`src/rtl/uart_rx_core.sv`:
```
// UART receiver: 16x oversampled 8N1 deframer with a one-cycle done strobe.
// Define UART_RX_PARITY_EN to add an even-parity bit before the stop bit (8E1).
module uart_rx_core #(
  parameter int CLK_FREQ  = 100_000_000,
  parameter int BAUD_RATE = 9600,
  parameter int DATA_BITS = 8
) (
  input  logic                 PCLK,
  input  logic                 PRESET,
  input  logic                 rx_en,
  input  logic                 rx_rst,
  input  logic                 rx_serial,
  output logic [DATA_BITS-1:0] rx_data,
  output logic                 rx_done,
  output logic                 rx_busy,
  output logic                 rx_err,
  output logic                 parity_err
);

  localparam int DIV = CLK_FREQ / (BAUD_RATE * 16);
  localparam int DW  = (DIV > 1) ? $clog2(DIV) : 1;
  localparam int BW  = (DATA_BITS > 1) ? $clog2(DATA_BITS) : 1;

  typedef enum logic [2:0] {
    IDLE,
    START,
    DATA,
`ifdef UART_RX_PARITY_EN
    PARITY,
`endif
    STOP,
    BRK
  } state_t;

  state_t               state;
  state_t               state_n;
  logic                 srst;
  logic                 rs1;
  logic                 rs;
  logic [DW-1:0]        div_cnt;
  logic [3:0]           sample_cnt;
  logic [BW-1:0]        bit_cnt;
  logic [DATA_BITS-1:0] shreg;
  logic                 tick;
  logic                 mid;
  logic                 last_bit;

  assign srst     = PRESET | rx_rst;
  assign tick     = (div_cnt == DW'(DIV - 1));
  assign mid      = tick &&
                    (sample_cnt == ((state == START) ? 4'd7 : 4'd15));
  assign last_bit = (bit_cnt == BW'(DATA_BITS - 1));
  assign rx_busy  = (state != IDLE);

  // Two-flop synchronizer for the asynchronous line, idles high.
  always_ff @(posedge PCLK) begin
    if (srst) begin
      rs1 <= 1'b1;
      rs  <= 1'b1;
    end else begin
      rs1 <= rx_serial;
      rs  <= rs1;
    end
  end

  // State register.
  always_ff @(posedge PCLK) begin
    if (srst) state <= IDLE;
    else      state <= state_n;
  end

  // Next-state logic; dropping rx_en aborts any frame in flight.
  always_comb begin
    state_n = state;
    unique case (state)
      IDLE:   if (rx_en && !rs) state_n = START;
      START:  if (mid) state_n = rs ? IDLE : DATA;
`ifdef UART_RX_PARITY_EN
      DATA:   if (mid && last_bit) state_n = PARITY;
      PARITY: if (mid) state_n = STOP;
`else
      DATA:   if (mid && last_bit) state_n = STOP;
`endif
      STOP:   if (mid) state_n = rs ? IDLE : BRK;
      BRK:    if (rs) state_n = IDLE;
      default: state_n = IDLE;
    endcase
    if (!rx_en && state != IDLE) state_n = IDLE;
  end

  // Baud divider, oversample and bit counters; held at zero in IDLE.
  always_ff @(posedge PCLK) begin
    if (srst || state == IDLE || state_n == IDLE) begin
      div_cnt    <= '0;
      sample_cnt <= '0;
      bit_cnt    <= '0;
    end else begin
      div_cnt <= tick ? '0 : div_cnt + 1'b1;
      if (tick) begin
        if (state == START && mid) sample_cnt <= 4'd0;
        else                       sample_cnt <= sample_cnt + 4'd1;
      end
      if (state == DATA && mid) begin
        bit_cnt <= last_bit ? '0 : bit_cnt + 1'b1;
      end
    end
  end

  // Shift register, output byte, done strobe and framing error.
  always_ff @(posedge PCLK) begin
    if (srst) begin
      shreg   <= '0;
      rx_data <= '0;
      rx_done <= 1'b0;
      rx_err  <= 1'b0;
    end else begin
      rx_done <= 1'b0;
      if (rx_en && mid) begin
        case (state)
          DATA: shreg[bit_cnt] <= rs;
          STOP: begin
            if (rs) begin
              rx_data <= shreg;
              rx_done <= 1'b1;
            end else begin
              rx_err <= 1'b1;
            end
          end
          default: ;
        endcase
      end
    end
  end

`ifdef UART_RX_PARITY_EN
  // Even parity check on the received payload; sticky until reset.
  always_ff @(posedge PCLK) begin
    if (srst) begin
      parity_err <= 1'b0;
    end else if (rx_en && mid && state == PARITY) begin
      if (rs != ^shreg) parity_err <= 1'b1;
    end
  end
`else
  assign parity_err = 1'b0;
`endif

endmodule

```
`config.mk`:
```
export PLATFORM = sky130hd
export DESIGN_NAME = uart_rx_core
export DESIGN_NICKNAME = d
export VERILOG_FILES = /design/src/rtl/uart_rx_core.sv
export SDC_FILE = /design/constraint.sdc
export NUM_CORES = 1
export LEC_CHECK = 0
export CAP_MARGIN = 20
export CORE_MARGIN = 2
export CORE_UTILIZATION = 41
export CTS_CLUSTER_DIAMETER = 30
export DETAILED_ROUTE_END_ITERATION = 10
export SYNTH_ARGS = -nofsm -noshare
export SYNTH_HDL_FRONTEND = slang
export SYNTH_SLANG_ARGS = --single-unit
```
`constraint.sdc`:
```
create_clock -name PCLK -period 2.81 [get_ports PCLK]
set_input_delay 0.843 -clock PCLK [delete_from_list [all_inputs] [get_ports PCLK]]
set_output_delay 0.843 -clock PCLK [all_outputs]
set_load 0.005 [all_outputs]
```
**Word level (Yosys, flattened, before mapping)**

Cells that the tools add are included.

- Word-level logic and storage cells: 62
- Output and inout port bits: 12
- Register bits: 40

- Multiplexer cells: 16
- Magnitude comparators: 2
- Bitwise logic cells: 4
- $add $sub $neg: 3
- Equal/unequal tests: 7
- Reductions and logical operators: 20

Operator list:

| kind | number |
|---|---|
| $mux 3 | 8 |
| $pmux 3 s5 | 1 |
| $add 10x1->10 const B | 1 |
| $eq 10x10->1 const B | 1 |
| $bwmux 8 | 1 |
| $logic_and 1x1->1 | 8 |
| $mux 4 | 2 |
| $eq 3x2->1 const B | 2 |
| $eq 3x3->1 const B | 2 |
| $logic_not 3->1 | 2 |
| $reduce_and 3->1 | 2 |
| $add 4x1->4 const B | 1 |
| $eq 4x4->1 | 1 |
| $lt 3x4->1 const B | 1 |
| $add 3x1->3 const B | 1 |
| $demux 1 s3 | 1 |
| $eq 3x1->1 const B | 1 |
| $ge 3x1->1 const B | 1 |
| $not 1->1 | 3 |
| $reduce_bool 3->1 | 1 |
| $reduce_or 3->1 | 1 |
| $logic_not 1->1 | 2 |
| $logic_or 1x1->1 | 2 |
| $mux 1 | 2 |
| 4 further kinds | 4 |

**Longest topological paths before layout**

Gate-level depths: netlist of the first run.

- Depth after elaboration: 11
- Gate-level depth with buffers: 7

**Worst setup path before layout of the first run**

Ideal clock, no wire load.

- Path type: input-to-reg
- From: in rx_en
- To: reg bit_cnt[1]
- Path slack: 0.438 ns
- Setup time: 0.083 ns
- Required time: 2.727 ns
- Arrival time: 2.289 ns
- Stages: 6
- Buffers on the path: 2
- Path through: clkbuf_1 -> or4b_2 -> nor2_1 -> o31ai_1 -> clkbuf_1 -> a22oi_1

- Word-level cells in the longest chain between the ends: 6
- Elaborated cells on any way between the ends: 8
- Classes of those cells: mux: 3; reduce/logical: 5

Ends and longest elaborated chain:

| item | RTL line | source |
|---|---|---|
| from (decl) | 10 | `input logic rx_en,` |
| $logic_and 1x1->1 | 76 | `IDLE: if (rx_en && !rs) state_n = START;` |
| $mux 3 | 76 |  |
| $pmux 3 s5 | 75 | `unique case (state)` |
| $mux 3 * | 88 | `if (!rx_en && state != IDLE) state_n = IDLE;` |
| $logic_not 3->1 * | 93 | `if (srst \|\| state == IDLE \|\| state_n == IDLE) begin` |
| $logic_or 1x1->1 * | 93 |  |
| to (signal assigned) | 104 | `bit_cnt <= last_bit ? '0 : bit_cnt + 1'b1;` |
| to (decl) | 42 | `logic [BW-1:0] bit_cnt;` |

Every way passes the cells marked *; elsewhere a longest branch is shown, timed or not.
A chain may end at the register's enable or synchronous reset.

**Final worst setup path of the first run**

Ends and elaborated chain as after synthesis.

==> impl_metrics.py, run 1 <==
metrics = {
    "sta": {
        "setup-tns-final_ps": 0,
        "min_period_over_period_pct": 89.5,
        "fin_skew_ps": 4.31,
        "period_needed_ps": 2520,
        "rsz0062_at_grt": "no",
        "max_freq_ghz": 0.398,
        "tightest_slew_ps": 875,
        "slew_viol_final": 0,
        "finalSetupViolations": 0,
        "max-slew-margin-rel_pct": 40.9,
        "hold_violations": 0,
    },
    "clock_network": {
        "cts_hold_buf": 0,
        "clock_latency_ps": 290,
        "ctsResizeCount": 0,
        "post_cts_buffers": 0,
        "numCtsBuffers": 5,
        "clock_path_buffers": 2,
        "tritoncts": "yes",
        "cts_root_buf": "clkbuf_8",
        "htreeDepth": 2,
        "clock_sink_count": 40,
        "cts.reportedPaths.clkPinSlew_ps": 70,
    },
    "critical_path": {
        "max_stage_delay_ps": 670,
        "start_kind": "primary input",
        "cp-end-kind": "register",
        "critPathSlowestCell": "a41oi_1",
        "crit_fanout": 10,
        "crit_family": "compound AO/OA/AOI/OAI gates",
        "worstPathArrival_ps": 2660,
        "worstPathRequired_ps": 2950,
        "cp.buffers_inverters": 2,
        "crit_type": "primary input to register",
        "path_cells": "clkdlybuf4s50_1 > nor4b_1 > buf_4 > and3_1 > a41oi_1 > a22oi_1",
    },
    "finish": {
        "final_cell_area_sq_um": 2250,
        "layout_common_cells": "40 x dfxtp_1, 27 x a21oi_1, 17 x nand3_1",
        "layout-drive-gt1-share_pct": 9.92,
        "area.growth.synth_to_final_pct": 14.2,
        "antenna_cells": 0,
        "layout_commonest_cell": "dfxtp_1",
        "num-nets-final": 251,
        "fill_cells": 475,
    },
    "power": {
        "p_leak_uw": 0.000701,
        "seqPwrFrac_pct": 58.2,
        "intPower_uw": 776,
        "clkPwrFrac_pct": 39.9,
        "sw_frac_of_total_pct": 20.5,
        "power.switching_uw": 200,
        "p_per_area_nw_per_um2": 435,
        "peakVddDrop_mv": 0.244,
        "comb_power_share_pct": 1.9,
    },
    "die": {
        "start_util_pct": 42.2,
        "die_y_microns": 73.3,
        "rows": 25,
        "die-area_sq_um": 5370,
        "ios": 17,
        "core_sq_um": 4660,
        "die_w_microns": 73.3,
    },
    "synthesis": {
        "ys_types": 50,
        "synth_area_sq_um": 1970,
        "synth_edf_count": 0,
        "syn_inst": 229,
        "synthArstFlopShare_pct": 0,
        "yosysWarningCount": 0,
        "synth_seq_cells": 40,
        "synthesis.nets": 239,
        "synth_ff_type": "dfxtp_1",
        "avgSynthCellArea_sq_um": 8.59,
        "yosysSeqAreaShare_pct": 40.7,
    },
    "route": {
        "drtPass1Iterations": 4,
        "routed_via_density": 5.56,
        "drc": 0,
        "antenna_left": 0,
        "routed_wl_microns": 4150,
        "drt_iter0_drc": 118,
        "num_vias": 1645,
        "post_drt_wl_per_cell_microns": 14.0,
    },
    "global_route": {
        "grt_overflow": 0,
        "grt_pass1_vias": 1419,
        "grt_pass1_wl_microns": 6900,
        "antenna_found_initial": 0,
        "grtUsageTotal_pct": 16.7,
        "grt_max_degree": 19,
    },
    "place": {
        "place_congestion": 0.744,
        "place_area_sq_um": 2160,
        "dp_hpwl_microns": 2900,
        "place.port_buffers": 15,
    },
    "job": {
        "cap_violations": 0,
    },
    "worst_hold_path": {
        "worstHoldPathType": "register to register",
    },
    "run_status": {
        "status": "complete, no violations",
    },
}
[final timing paths]
kind / end / from / slack, ps / cells past startpoint
max reg2reg: shreg[4] / div_cnt[4] / 640 / 4
min reg2reg: rs / rs1 / 420 / 1
min: rs / rs1 / 420 / 1
max: bit_cnt[1] / rx_en / 290 / 6
[kinds of logic after synthesis]
| group | after synthesis | share of synthesized area [%] |
|---|---|---|
| compound gates | 54 | 16.3 |
| xor+xnor | 10 | 4.45 |
| fa+ha+maj | 5 | 3.18 |
| buf+inv | 21 | 4.64 |
| flops | 40 | 40.7 |
| mux | 4 | 2.04 |
| other cells | 1 | 0.191 |
| simple gates | 94 | 28.4 |
[layout make-up]
class,instances,area [sq um],share of cell area (%)
clock buffer,8,90.1,4.01
inverter,5,18.8,0.835
multi-input combinational,168,1070,47.8
sequential,40,801,35.6
tap,54,67.6,3.01
timing repair buffer,21,195,8.69
[synthesized netlist by cell type (2+ instances only)]
cell	number	area share (%)
nor2b_1	4	1.3
nor3_1	5	1.3
nand4b_1	2	0.89
mux2i_1	4	2.0
a22oi_1	2	0.76
o31ai_1	5	1.9
or4_2	2	0.89
dfxtp_1	40	41
xor2_1	6	2.7
ha_1	5	3.2
inv_1	5	0.95
nand3_1	17	4.3
nor2_1	16	3.1
nor3b_1	3	1.1
a41oi_1	2	0.89
nor4b_1	2	0.89
clkbuf_1	12	2.3
nand2_1	8	1.5
o21ai_0	10	2.5
nand4_1	11	3.5
xnor2_1	4	1.8
or4b_2	2	1.0
or3_1	4	1.3
a31o_2	2	0.89
nor4_1	3	0.95
a21oi_1	27	6.9
and3_1	2	0.64
nand3b_1	2	0.76
[registers in the layout, indices dropped and copies added, names as in the netlist]
register    cells
shreg           8
rx_data         8
bit_cnt         3
rs1             1
state           3
sample_cnt      4
rs              1
div_cnt        10
rx_err          1
rx_done         1
[power by group through the flow]
stage	Combinational (uW)	Clock (uW)	Sequential [uW]
final	18.9	390	568
after CTS	19.1	404	568
after global placement	19.1	0	582
after floorplan	11.3	0	581
after detailed placement	19.1	0	582
after global routing	20.7	428	568
[metal layers]
layer  vias to the layer above  GRT usage [%]  share of wire (%)
met4                         0           6.17                1.5
li1                        866              -                  -
met3                         6           4.53                2.7
met2                        21           25.8                 46
met1                       752           22.4                 50
met5                         -              0                  0
[per-stage QoR]
step	total power, uW	std cells	utilization [%]	setup WS [ps]	hold WS (ps)
6_report	977	296	48.2	295	421
5_1_grt	1020	296	48.2	153	443
4_1_cts	992	296	48.2	282	427
3_5_place_dp	601	288	46.3	-10.6	408
3_3_place_gp	601	288	46.3	7.38	416
2_1_floorplan	592	229	-	438	384
Power figures use the tool's default switching activity.
==> inputs of run 2 (changes only) <==
--- a/config.mk
+++ b/config.mk
@@ -10,6 +10,9 @@
 export CORE_UTILIZATION = 41
 export CTS_CLUSTER_DIAMETER = 30
 export DETAILED_ROUTE_END_ITERATION = 10
+export GPL_ROUTABILITY_DRIVEN = 0
+export PLACE_DENSITY_LB_ADDON = 0.15
+export SLEW_MARGIN = 20
 export SYNTH_ARGS = -nofsm -noshare
 export SYNTH_HDL_FRONTEND = slang
 export SYNTH_SLANG_ARGS = --single-unit
==> impl_metrics.py, run 2 (same netlist as run 1, synthesis figures left out) <==
metrics = {
    "worst_hold_path": {
        "worstHoldPathType": "register to register",
        "hp-start": "rs1",
        "holdPathEnd": "rs",
        "hold_depth": 1,
    },
    "clock_network": {
        "ctsResizeCount": 0,
        "numCtsBuffers": 5,
        "cts_hold_buf": 0,
        "cts.reportedPaths.clkPinSlew_ps": 80,
        "post_cts_buffers": 0,
        "clock_latency_ps": 300,
        "tritoncts": "yes",
        "cts_root_buf": "clkbuf_8",
        "clock_sink_count": 40,
        "clock_path_buffers": 2,
        "htreeDepth": 2,
    },
    "sta": {
        "min_period_over_period_pct": 91.6,
        "tightest_slew_ps": 907,
        "fin_skew_ps": 8.47,
        "slew_viol_final": 0,
        "holdWs_ps": 412,
        "finalSetupViolations": 0,
        "period_needed_ps": 2570,
        "hold_violations": 0,
        "rsz0062_at_grt": "no",
        "max-slew-margin-rel_pct": 38.8,
        "max_freq_ghz": 0.388,
    },
    "die": {
        "die_w_microns": 73.3,
        "rows": 25,
        "start_util_pct": 42.2,
        "core_sq_um": 4660,
        "ios": 17,
        "die_y_microns": 73.3,
        "die-area_sq_um": 5370,
    },
    "critical_path": {
        "r2r_start": "div_cnt[5]",
        "worstPathRequired_ps": 2950,
        "cp.buffers_inverters": 2,
        "crit_family": "compound AO/OA/AOI/OAI gates",
        "cp-end-kind": "register",
        "worstPathArrival_ps": 2720,
        "critPathSlowestCell": "a41oi_1",
        "rrSetupSlack_ps": 650,
        "start_kind": "primary input",
        "r2r-end": "bit_cnt[0]",
        "crit_fanout": 10,
        "rr_worst_depth": 4,
        "max_stage_delay_ps": 690,
        "path_cells": "clkdlybuf4s50_1 > nor4b_1 > buf_4 > and3_1 > a41oi_1 > a22oi_1",
        "crit_type": "primary input to register",
    },
    "finish": {
        "antenna_cells": 0,
        "layout_common_cells": "40 x dfxtp_1, 27 x a21oi_1, 17 x nand3_1",
        "seqCellArea_sq_um": 801,
        "area.growth.synth_to_final_pct": 16.5,
        "largestRegisters": "div_cnt: 10 flops, rx_data: 8 flops, shreg: 8 flops",
        "fill_cells": 471,
        "top_register": "div_cnt",
        "layout-drive-gt1-share_pct": 11.1,
        "multi_input_area_sq_um": 1070,
        "layout_commonest_cell": "dfxtp_1",
        "stdcell_count": 297,
        "num-nets-final": 252,
        "largest_reg_flops": 10,
    },
    "route": {
        "top_layer": "met4",
        "num_vias": 1678,
        "drtPass1Iterations": 4,
        "met1Wirelength_microns": 2090,
        "routed_via_density": 5.65,
        "drc": 0,
        "antenna_left": 0,
        "route.met2.wl_microns": 1980,
        "wl_met3_microns": 118,
        "drt_iter0_drc": 75,
        "post_drt_wl_per_cell_microns": 14.2,
        "routed_wl_microns": 4220,
    },
    "run_status": {
        "status": "complete, no violations",
    },
    "global_route": {
        "grt_pass1_vias": 1534,
        "grt_overflow": 0,
        "grtUsageTotal_pct": 17.7,
        "grt_pass1_wl_microns": 7310,
        "grt_max_degree": 19,
        "antenna_found_initial": 0,
    },
    "job": {
        "cap_violations": 0,
    },
    "place": {
        "place.port_buffers": 15,
        "post-place-cells": 289,
        "dp_hpwl_microns": 2880,
    },
    "power": {
        "p_per_area_nw_per_um2": 482,
        "p_leak_uw": 0.000725,
        "peakVddDrop_mv": 0.398,
    },
}
-- run 2: cell count changes in the layout (fill, tap and decap cells not counted) --
cell       delta
buf_4         +1
bufinv_16     +1
clkbuf_1      -2
clkbuf_8      +1
-- run 2: power breakdown --
part | leakage (uW) | switching, uW | internal, uW | total [uW]
combinational | 0.000338 | 10.5 | 9.78 | 20.3
clock | 0.0000645 | 203 | 313 | 517
sequential | 0.000322 | 1.11 | 567 | 568
total | 0.000725 | 215 | 890 | 1110
-- run 2: metal layers --
| layer | track usage, % | up-vias |
|---|---|---|
| met1 | 22.5 | 780 |
| met4 | 6.79 | 0 |
| met3 | 4.53 | 3 |
| met5 | 0 | - |
| met2 | 28.8 | 21 |
| li1 | - | 874 |
-- run 2: per-stage QoR --
stage	cell area [sq um]	util, %	setup TNS, ps	worst slack (ps)	total power, uW
after floorplan	1970	-	0	438	592
after CTS	2290	49.2	0	220	1120
after detailed placement	2160	46.4	-497	-94.4	602
final	2290	49.2	0	235	1110
after global routing	2290	49.2	0	8.33	1140
after global placement	2160	46.4	-495	-99.9	602
-- run 2: area by class of cell --
| type | count | share of cell area [%] |
|---|---|---|
| multi-input cells | 168 | 46.9 |
| clock inverters | 1 | 1.31 |
| inverters | 5 | 0.819 |
| clock buffers | 7 | 4.21 |
| repair buffers | 22 | 8.85 |
| well taps | 54 | 2.95 |
| flip-flops and latches | 40 | 35.0 |
-- run 2: how the worst max path moves through the flow --
stage,start,endpoint,cells past startpoint
finish,rx_en,bit_cnt[1],6
detailed placement,rx_en,bit_cnt[1],6
CTS,rx_en,bit_cnt[1],6
global placement,rx_en,bit_cnt[1],6
floorplan,rx_en,bit_cnt[1],6
global route,rx_rst,bit_cnt[1],6
